**src/rtl/register_bank_16x32.sv**
```systemverilog
// Sixteen-entry architectural register file with one write port and R15 doubling
// as the program counter (auto-increment with a registered wrap flag).
module register_bank_16x32 #(
  parameter int unsigned      WIDTH    = 32,
  parameter int unsigned      PC_STEP  = 1,
  parameter logic [WIDTH-1:0] RESET_PC = '0,
  parameter bit               R0_ZERO  = 1'b0
) (
  input  logic             clk,
  input  logic             rst,
  input  logic             wr_en,
  input  logic [3:0]       wr_sel,
  input  logic [WIDTH-1:0] wr_data,
  input  logic             pc_inc,
  output logic [WIDTH-1:0] Q0,
  output logic [WIDTH-1:0] Q1,
  output logic [WIDTH-1:0] Q2,
  output logic [WIDTH-1:0] Q3,
  output logic [WIDTH-1:0] Q4,
  output logic [WIDTH-1:0] Q5,
  output logic [WIDTH-1:0] Q6,
  output logic [WIDTH-1:0] Q7,
  output logic [WIDTH-1:0] Q8,
  output logic [WIDTH-1:0] Q9,
  output logic [WIDTH-1:0] Q10,
  output logic [WIDTH-1:0] Q11,
  output logic [WIDTH-1:0] Q12,
  output logic [WIDTH-1:0] Q13,
  output logic [WIDTH-1:0] Q14,
  output logic [WIDTH-1:0] Q15,
  output logic             pc_wrap
);

  logic [WIDTH-1:0]      regs_r [16];
  logic                  pc_wrap_r;
  logic [15:0]           we_s;
  logic                  pc_inc_s;
  logic [WIDTH:0]        pc_sum_s;
  logic [16*WIDTH-1:0]   flat_s;

  // Per-register write enable decode; an unknown wr_sel yields no asserted enable.
  always_comb begin
    we_s = 16'h0000;
    for (int i = 0; i < 16; i++) begin
      we_s[i] = wr_en & (wr_sel == 4'(i));
    end
    if (R0_ZERO) begin
      we_s[0] = 1'b0;
    end else begin
      we_s[0] = we_s[0];
    end
  end

  // PC increment path; an explicit write to R15 takes precedence (branch/jump).
  always_comb begin
    pc_inc_s = pc_inc & ~we_s[15];
    pc_sum_s = {1'b0, regs_r[15]} + (WIDTH+1)'(PC_STEP);
  end

  // Register array, PC update and wrap flag; reset overrides everything.
  always_ff @(posedge clk) begin
    if (rst) begin
      for (int i = 0; i < 15; i++) begin
        regs_r[i] <= '0;
      end
      regs_r[15] <= RESET_PC;
      pc_wrap_r  <= 1'b0;
    end else begin
      for (int i = 0; i < 15; i++) begin
        if (we_s[i]) begin
          regs_r[i] <= wr_data;
        end else begin
          regs_r[i] <= regs_r[i];
        end
      end
      if (we_s[15]) begin
        regs_r[15] <= wr_data;
      end else if (pc_inc_s) begin
        regs_r[15] <= pc_sum_s[WIDTH-1:0];
      end else begin
        regs_r[15] <= regs_r[15];
      end
      pc_wrap_r <= pc_inc_s & pc_sum_s[WIDTH];
    end
  end

  // Flattened view of the array for the protocol checker.
  always_comb begin
    flat_s = '0;
    for (int i = 0; i < 16; i++) begin
      flat_s[i*WIDTH +: WIDTH] = regs_r[i];
    end
  end

  assign Q0      = R0_ZERO ? '0 : regs_r[0];
  assign Q1      = regs_r[1];
  assign Q2      = regs_r[2];
  assign Q3      = regs_r[3];
  assign Q4      = regs_r[4];
  assign Q5      = regs_r[5];
  assign Q6      = regs_r[6];
  assign Q7      = regs_r[7];
  assign Q8      = regs_r[8];
  assign Q9      = regs_r[9];
  assign Q10     = regs_r[10];
  assign Q11     = regs_r[11];
  assign Q12     = regs_r[12];
  assign Q13     = regs_r[13];
  assign Q14     = regs_r[14];
  assign Q15     = regs_r[15];
  assign pc_wrap = pc_wrap_r;

  register_bank_16x32_chk #(.WIDTH(WIDTH)) u_chk (
    .clk    (clk),
    .rst    (rst),
    .wr_en  (wr_en),
    .wr_sel (wr_sel),
    .pc_inc (pc_inc),
    .state  (flat_s)
  );

endmodule

// Simulation-only check: a write with an unknown destination must leave every register untouched.
module register_bank_16x32_chk #(
  parameter int unsigned WIDTH = 32
) (
  input logic                clk,
  input logic                rst,
  input logic                wr_en,
  input logic [3:0]          wr_sel,
  input logic                pc_inc,
  input logic [16*WIDTH-1:0] state
);

  // Unknown write index must not disturb the array.
  a_xsel_no_update : assert property (
    @(posedge clk) (!rst && wr_en && $isunknown(wr_sel) && !pc_inc) |=> (rst || $stable(state))
  );

endmodule

```
**config.mk**
```make
export PLATFORM = sky130hd
export DESIGN_NAME = register_bank_16x32
export DESIGN_NICKNAME = d
export VERILOG_FILES = /design/src/rtl/register_bank_16x32.sv
export SDC_FILE = /design/constraint.sdc
export NUM_CORES = 1
export LEC_CHECK = 0
export CAP_MARGIN = 10
export CORE_MARGIN = 2
export CORE_UTILIZATION = 43
export DETAILED_ROUTE_END_ITERATION = 10
export PLACE_DENSITY = 0.77
export SYNTH_ARGS = -nofsm -noshare
export SYNTH_HDL_FRONTEND = slang
export SYNTH_SLANG_ARGS = --single-unit
export TNS_END_PERCENT = 1
```
**constraint.sdc**
```tcl
create_clock -name clk -period 3.9 [get_ports clk]
set_clock_uncertainty 0.15 [all_clocks]
set_input_delay 0.585 -clock clk [delete_from_list [all_inputs] [get_ports clk]]
set_output_delay 0.585 -clock clk [all_outputs]
set_load 0.005 [all_outputs]
```
==> impl_metrics.env, run 1 <==
export IMPL_fillers=3161
export IMPL_clk_path_buf_depth=3
export IMPL_critPathBufInv=2
export IMPL_post_drt_wl_per_cell_um=26.2
export IMPL_fin_crit_sh_pct=68.9
export IMPL_area_growth_pct=42.5
export IMPL_synth_top_area_share_pct=81.0
export IMPL_grt_pass1_vias=11800
export IMPL_gp_congestion=0.878
export IMPL_grt_overflow_total=0
export IMPL_multi_input_area_mm2=0.00346
export IMPL_viasPerCell=5.20
export IMPL_path_max_fanout=30
export IMPL_post_cts_resized=0
export IMPL_clock_latency_ns=0.59
export IMPL_die_area_mm2=0.0458
export IMPL_async_flop_share_pct=0
export IMPL_ant_nets=0
export IMPL_hold_path_class="in -> reg"
export IMPL_cts_root_buffer="clkbuf_16"
export IMPL_status="finished, final reports clean"
export IMPL_finalHoldViolCount=0
export IMPL_io_pins=553
export IMPL_clkTransAtPathRegs_ns=0.06
export IMPL_cts_sinks=513
export IMPL_drt_pass1_iterations=6
export IMPL_core_area_mm2=0.0434
export IMPL_ff_latch_area_mm2=0.0154
export IMPL_path_depth=7
export IMPL_cpMaxStageDelayCell="clkdlybuf4s50_1"
export IMPL_startpoint="wr_sel[1]"
export IMPL_crit_reg2reg_capture="regs_r[1][252]"
export IMPL_start_util_pct=43.8
export IMPL_min_period_ns=2.69
export IMPL_hold_slack_ns=0.250
export IMPL_cts_tree="built"
export IMPL_synthesis_nets=1164
export IMPL_via_count=12100
export IMPL_cp_cell_sequence="clkdlybuf4s50_1 -> nand2_1 -> o21ai_0 -> nor2_2 -> buf_4 -> nor2_1 -> a21oi_1"
export IMPL_crit_path_end="regs_r[1][244]"
export IMPL_cts_buffers=50
export IMPL_tns_ns=0
export IMPL_required_ns=4.08
export IMPL_grt_max_degree=215
export IMPL_wl_mm=61.0
export IMPL_drive_gt1_share_pct=7.71
export IMPL_ys_ff_latch=513
export IMPL_max_freq_ghz=0.372
export IMPL_synthTopCellsByCount="512 x edfxtp_1, 322 x nor2b_1, 59 x clkbuf_1"
export IMPL_antenna_found_initial=4
export IMPL_die_w_um=214
export IMPL_die_y_um=214
export IMPL_port_buffers=552
export IMPL_drc=0
export IMPL_setup_violations=0
export IMPL_rows=76
export IMPL_maxCapViolCount=0
export IMPL_synth_edf_count=512
export IMPL_startpoint_type="input port"
export IMPL_crit_path_end_kind="register"
export IMPL_grt_usage_pct=25.9
export IMPL_ys_types=32
export IMPL_yosys_area_top_type="edfxtp_1"
export IMPL_slew_headroom_pct=29.8
export IMPL_cpLargestDelayFamily="buffers and inverters"
export IMPL_ctsHoldBuffers=0
export IMPL_syn_area_mm2=0.0190
export IMPL_worstReg2RegStart="regs_r[1][224]"
export IMPL_synthCells=1123
export IMPL_tightest_slew_ns=1.05
export IMPL_r2r_setup_slack_ns=1.61
export IMPL_slew_viol_final=0
export IMPL_slowest_delay_ns=0.72
export IMPL_path_class="in -> reg"
export IMPL_leakage_nw=9.39
export IMPL_h_tree_depth=2
export IMPL_powerDensity_mw_per_mm2=492
export IMPL_ir_worst_vdd_uv=362
export IMPL_reg2reg_depth=6
export IMPL_cts_setup_buffers=0
export IMPL_yosysMostFrequentCell="edfxtp_1"
export IMPL_grt_pass1_wl_mm=85.9
export IMPL_drtIter0Drc=1150
export IMPL_syn_avg_cell_area_um2=16.9
export IMPL_nNetsFinal=1740
export IMPL_dp_hpwl_mm=41.0
export IMPL_ys_warn_count=0
export IMPL_arrival_ns=2.86
export IMPL_synth_main_ff_cell="edfxtp_1"
export IMPL_netlist_top_cells_area="edfxtp_1 81%, nor2b_1 11%, and3_1 1.2%"
export IMPL_synth_seq_area_share_pct=81.1
export IMPL_rsz0062_at_grt="false"
[where the power goes]
part           total [mW]  internal (mW)  leakage (nW)  switching [mW]
clock network        4.81           2.73         0.789            2.08
registers            6.80           6.60          5.00           0.198
logic                1.69          0.922          3.59           0.766
[layout make-up]
cell class | instances | area share, %
Clock inverter | 34 | 1.18
Inverter | 5 | 0.0694
Tap cell | 585 | 2.71
Multi-Input combinational cell | 541 | 12.8
Antenna cell | 2 | 0.0185
Timing Repair Buffer | 588 | 21.5
Clock buffer | 57 | 4.80
Sequential cell | 513 | 56.9
[layer usage]
metal / track usage [%] / wire [um]
met5: 0 / 13
met1: 31.1 / 22200
met3: 7.26 / 5610
met2: 45.4 / 31300
met4: 8.06 / 1810
[state kept, by name, indices dropped and copies added, names as in the netlist]
| signal | cells |
|---|---|
| pc_wrap | 1 |
| regs_r | 512 |
[cells in the final DEF (no fill, tap or decap), drive strengths merged, types with 3 or more instances in the layout]
cell type,count
a211oi,11
a21oi,17
and3,36
and4,6
buf,37
bufinv,5
clkbuf,57
clkdlybuf4s50,551
clkinv,25
clkinvlp,3
edfxtp,512
inv,6
nand2,22
nand2b,3
nand3,14
nand4,4
nor2,40
nor2b,322
nor3,9
nor4,5
o21ai,9
xnor2,24
xor2,6
[worst min-delay path by stage]
| stage | from | endpoint | slack, ns | cells past startpoint |
|---|---|---|---|---|
| floorplan | regs_r[1][255] | pc_wrap | 0.42 | 1 |
| global placement | regs_r[1][255] | pc_wrap | 0.48 | 1 |
| detailed placement | regs_r[1][255] | pc_wrap | 0.52 | 1 |
| CTS | rst | regs_r[0][96] | 0.22 | 2 |
| global route | rst | regs_r[0][127] | 0.25 | 2 |
| finish | rst | regs_r[0][159] | 0.25 | 2 |
[stage by stage]
step                      utilization, %  power [mW]  instance area, um^2  std cells  worst slack, ns
after floorplan                        -        7.28                19000       1123           0.0699
after global placement              58.6        8.56                25400       2232            0.757
after detailed placement            58.6        8.60                25400       2232            0.662
after CTS                           62.4        13.4                27000       2323             1.27
after global routing                62.4        13.7                27100       2325             1.03
final                               62.4        13.3                27100       2325             1.21
[logic make-up after synthesis]
logic type               count (synthesis)  synth area share, %
flip-flops                             513                 81.1
AND/OR/NAND/NOR                        467                 14.6
buffers and inverters                   69                 1.41
AO/OA/AOI/OAI                           41                 1.29
XOR/XNOR                                30                 1.38
multiplexers                             2                0.119
adder cells (fa/ha/maj)                  1               0.0659
Power figures use the tool's default switching activity.
==> run 2, diff against run 1 <==
- clock period: 3.9 -> 2.4 ns (I/O delays scaled with it)
==> impl_metrics.env, run 2 (synthesis results as in run 1) <==
export IMPL_hold_path_class="in -> reg"
export IMPL_grt_overflow_total=0
export IMPL_clk_path_buf_depth=3
export IMPL_p_total_mw=21.7
export IMPL_clkTransAtPathRegs_ns=0.06
export IMPL_drt_pass1_iterations=5
export IMPL_io_pins=553
export IMPL_grt_pass1_vias=11900
export IMPL_path_max_fanout=32
export IMPL_die_area_mm2=0.0458
export IMPL_crit_path_end_kind="register"
export IMPL_die_y_um=214
export IMPL_cts_tree="built"
export IMPL_ant_nets=0
export IMPL_drtIter0Drc=1169
export IMPL_via_count=12100
export IMPL_clock_latency_ns=0.60
export IMPL_ir_worst_vdd_uv=581
export IMPL_status="finished, final reports clean"
export IMPL_core_area_mm2=0.0434
export IMPL_cts_sinks=513
export IMPL_fillers=3104
export IMPL_post_cts_resized=0
export IMPL_powerDensity_mw_per_mm2=788
export IMPL_internal_power_mw=16.8
export IMPL_leakage_nw=9.66
export IMPL_grt_pass1_wl_mm=86.9
export IMPL_p_comb_share_pct=13.2
export IMPL_drive_gt1_share_pct=9.50
export IMPL_h_tree_depth=2
export IMPL_r2r_setup_slack_ns=0.20
export IMPL_wl_mm=61.1
export IMPL_maxCapViolCount=0
export IMPL_hold_slack_ns=0.419
export IMPL_tns_ns=0
export IMPL_rsz0062_at_grt="false"
export IMPL_rows=76
export IMPL_required_ns=2.56
export IMPL_fin_crit_sh_pct=93.6
export IMPL_tightest_slew_ns=1.06
export IMPL_post_drt_wl_per_cell_um=25.9
export IMPL_startpoint_type="input port"
export IMPL_die_w_um=214
export IMPL_top_register="regs_r"
export IMPL_grt_max_degree=111
export IMPL_setup_violations=0
export IMPL_switching_share_pct=22.8
export IMPL_dp_hpwl_mm=42.6
export IMPL_antenna_found_initial=1
export IMPL_area_growth_pct=45.3
export IMPL_largest_reg_flops=512
export IMPL_drc=0
export IMPL_finalHoldViolCount=0
export IMPL_grt_usage_pct=26.1
export IMPL_nNetsFinal=1782
export IMPL_slew_viol_final=0
export IMPL_final_common_cell="clkdlybuf4s50_1"
export IMPL_cpMaxStageDelayCell="inv_1"
export IMPL_path_class="in -> reg"
export IMPL_cts_root_buffer="clkbuf_16"
export IMPL_port_buffers=552
export IMPL_p_clk_share_pct=36.1
export IMPL_cts_buffers=51
export IMPL_gp_congestion=0.881
export IMPL_seq_power_share_pct=50.8
export IMPL_slew_headroom_pct=28.9
export IMPL_start_util_pct=43.8
export IMPL_p_sw_mw=4.96
export IMPL_min_period_ns=2.25
export IMPL_arrival_ns=2.40
export IMPL_max_freq_ghz=0.445
export IMPL_final_cell_mix="551 x clkdlybuf4s50_1, 512 x edfxtp_1, 321 x nor2b_1"
export IMPL_cp_cell_sequence="dlygate4sd3_1 -> buf_8 -> inv_1 -> o31ai_4 -> buf_12"
export IMPL_viasPerCell=5.13
export IMPL_slowest_delay_ns=0.78
==> run 2: area by class of cell <==
| type | count | area, um^2 | share of cell area, % |
|---|---|---|---|
| Sequential cell | 513 | 15400 | 55.8 |
| Timing Repair Buffer | 629 | 6360 | 23.1 |
| Multi-Input combinational cell | 541 | 3460 | 12.5 |
| Clock buffer | 64 | 1330 | 4.80 |
| Tap cell | 585 | 732 | 2.65 |
| Clock inverter | 27 | 292 | 1.06 |
| Inverter | 5 | 18.8 | 0.0680 |
| Antenna cell | 1 | 2.50 | 0.00907 |
==> run 2: per-layer routing <==
layer	wire length (um)	vias up	track usage [%]	part of all wire, %
met5	0	-	0	0
met4	1570	0	7.50	2.6
met3	5040	84	6.79	8.2
met2	31400	629	45.7	51
met1	23100	6149	32.1	38
li1	-	5278	-	-
==> run 2: power groups by stage <==
stage | combinational, mW | sequential, mW | clock [mW]
floorplan | 0.561 | 11.3 | 0
global placement | 2.83 | 11.2 | 0
detailed placement | 2.88 | 11.2 | 0
CTS | 2.90 | 11.0 | 7.91
global route | 3.00 | 11.1 | 8.25
finish | 2.86 | 11.0 | 7.84
==> run 2: worst paths after layout <==
check            startpoint        endpoint  cells after the start
max                     rst  regs_r[1][151]                      5
min              wr_data[7]  regs_r[1][135]                      2
max reg2reg  regs_r[1][224]  regs_r[1][246]                      6
min reg2reg  regs_r[1][225]  regs_r[1][225]                      2
==> run 2: per-stage QoR <==
stage | worst slack (ns) | cell area (um^2) | std cells | utilization, %
6_report | 0.153 | 27600 | 2365 | 63.6
5_1_grt | 0.0374 | 27600 | 2364 | 63.6
4_1_cts | 0.142 | 27600 | 2364 | 63.6
3_5_place_dp | -0.0100 | 26000 | 2272 | 59.9
3_3_place_gp | 0.0716 | 26000 | 2272 | 59.9
2_1_floorplan | -0.443 | 19000 | 1123 | -
==> run 2: repair_timing <==
item                                    4_1_cts  5_1_grt
hold endpoints to repair                      5        0
hold buffers                                  1        0
endpoints found under the setup margin        0        0
buffers inserted                              0        0
==> run 2: critical path: cells and delay by family <==
family                 cells  cell delay [ns]
AO/OA/AOI/OAI              1             0.18
buffers and inverters      4             1.78
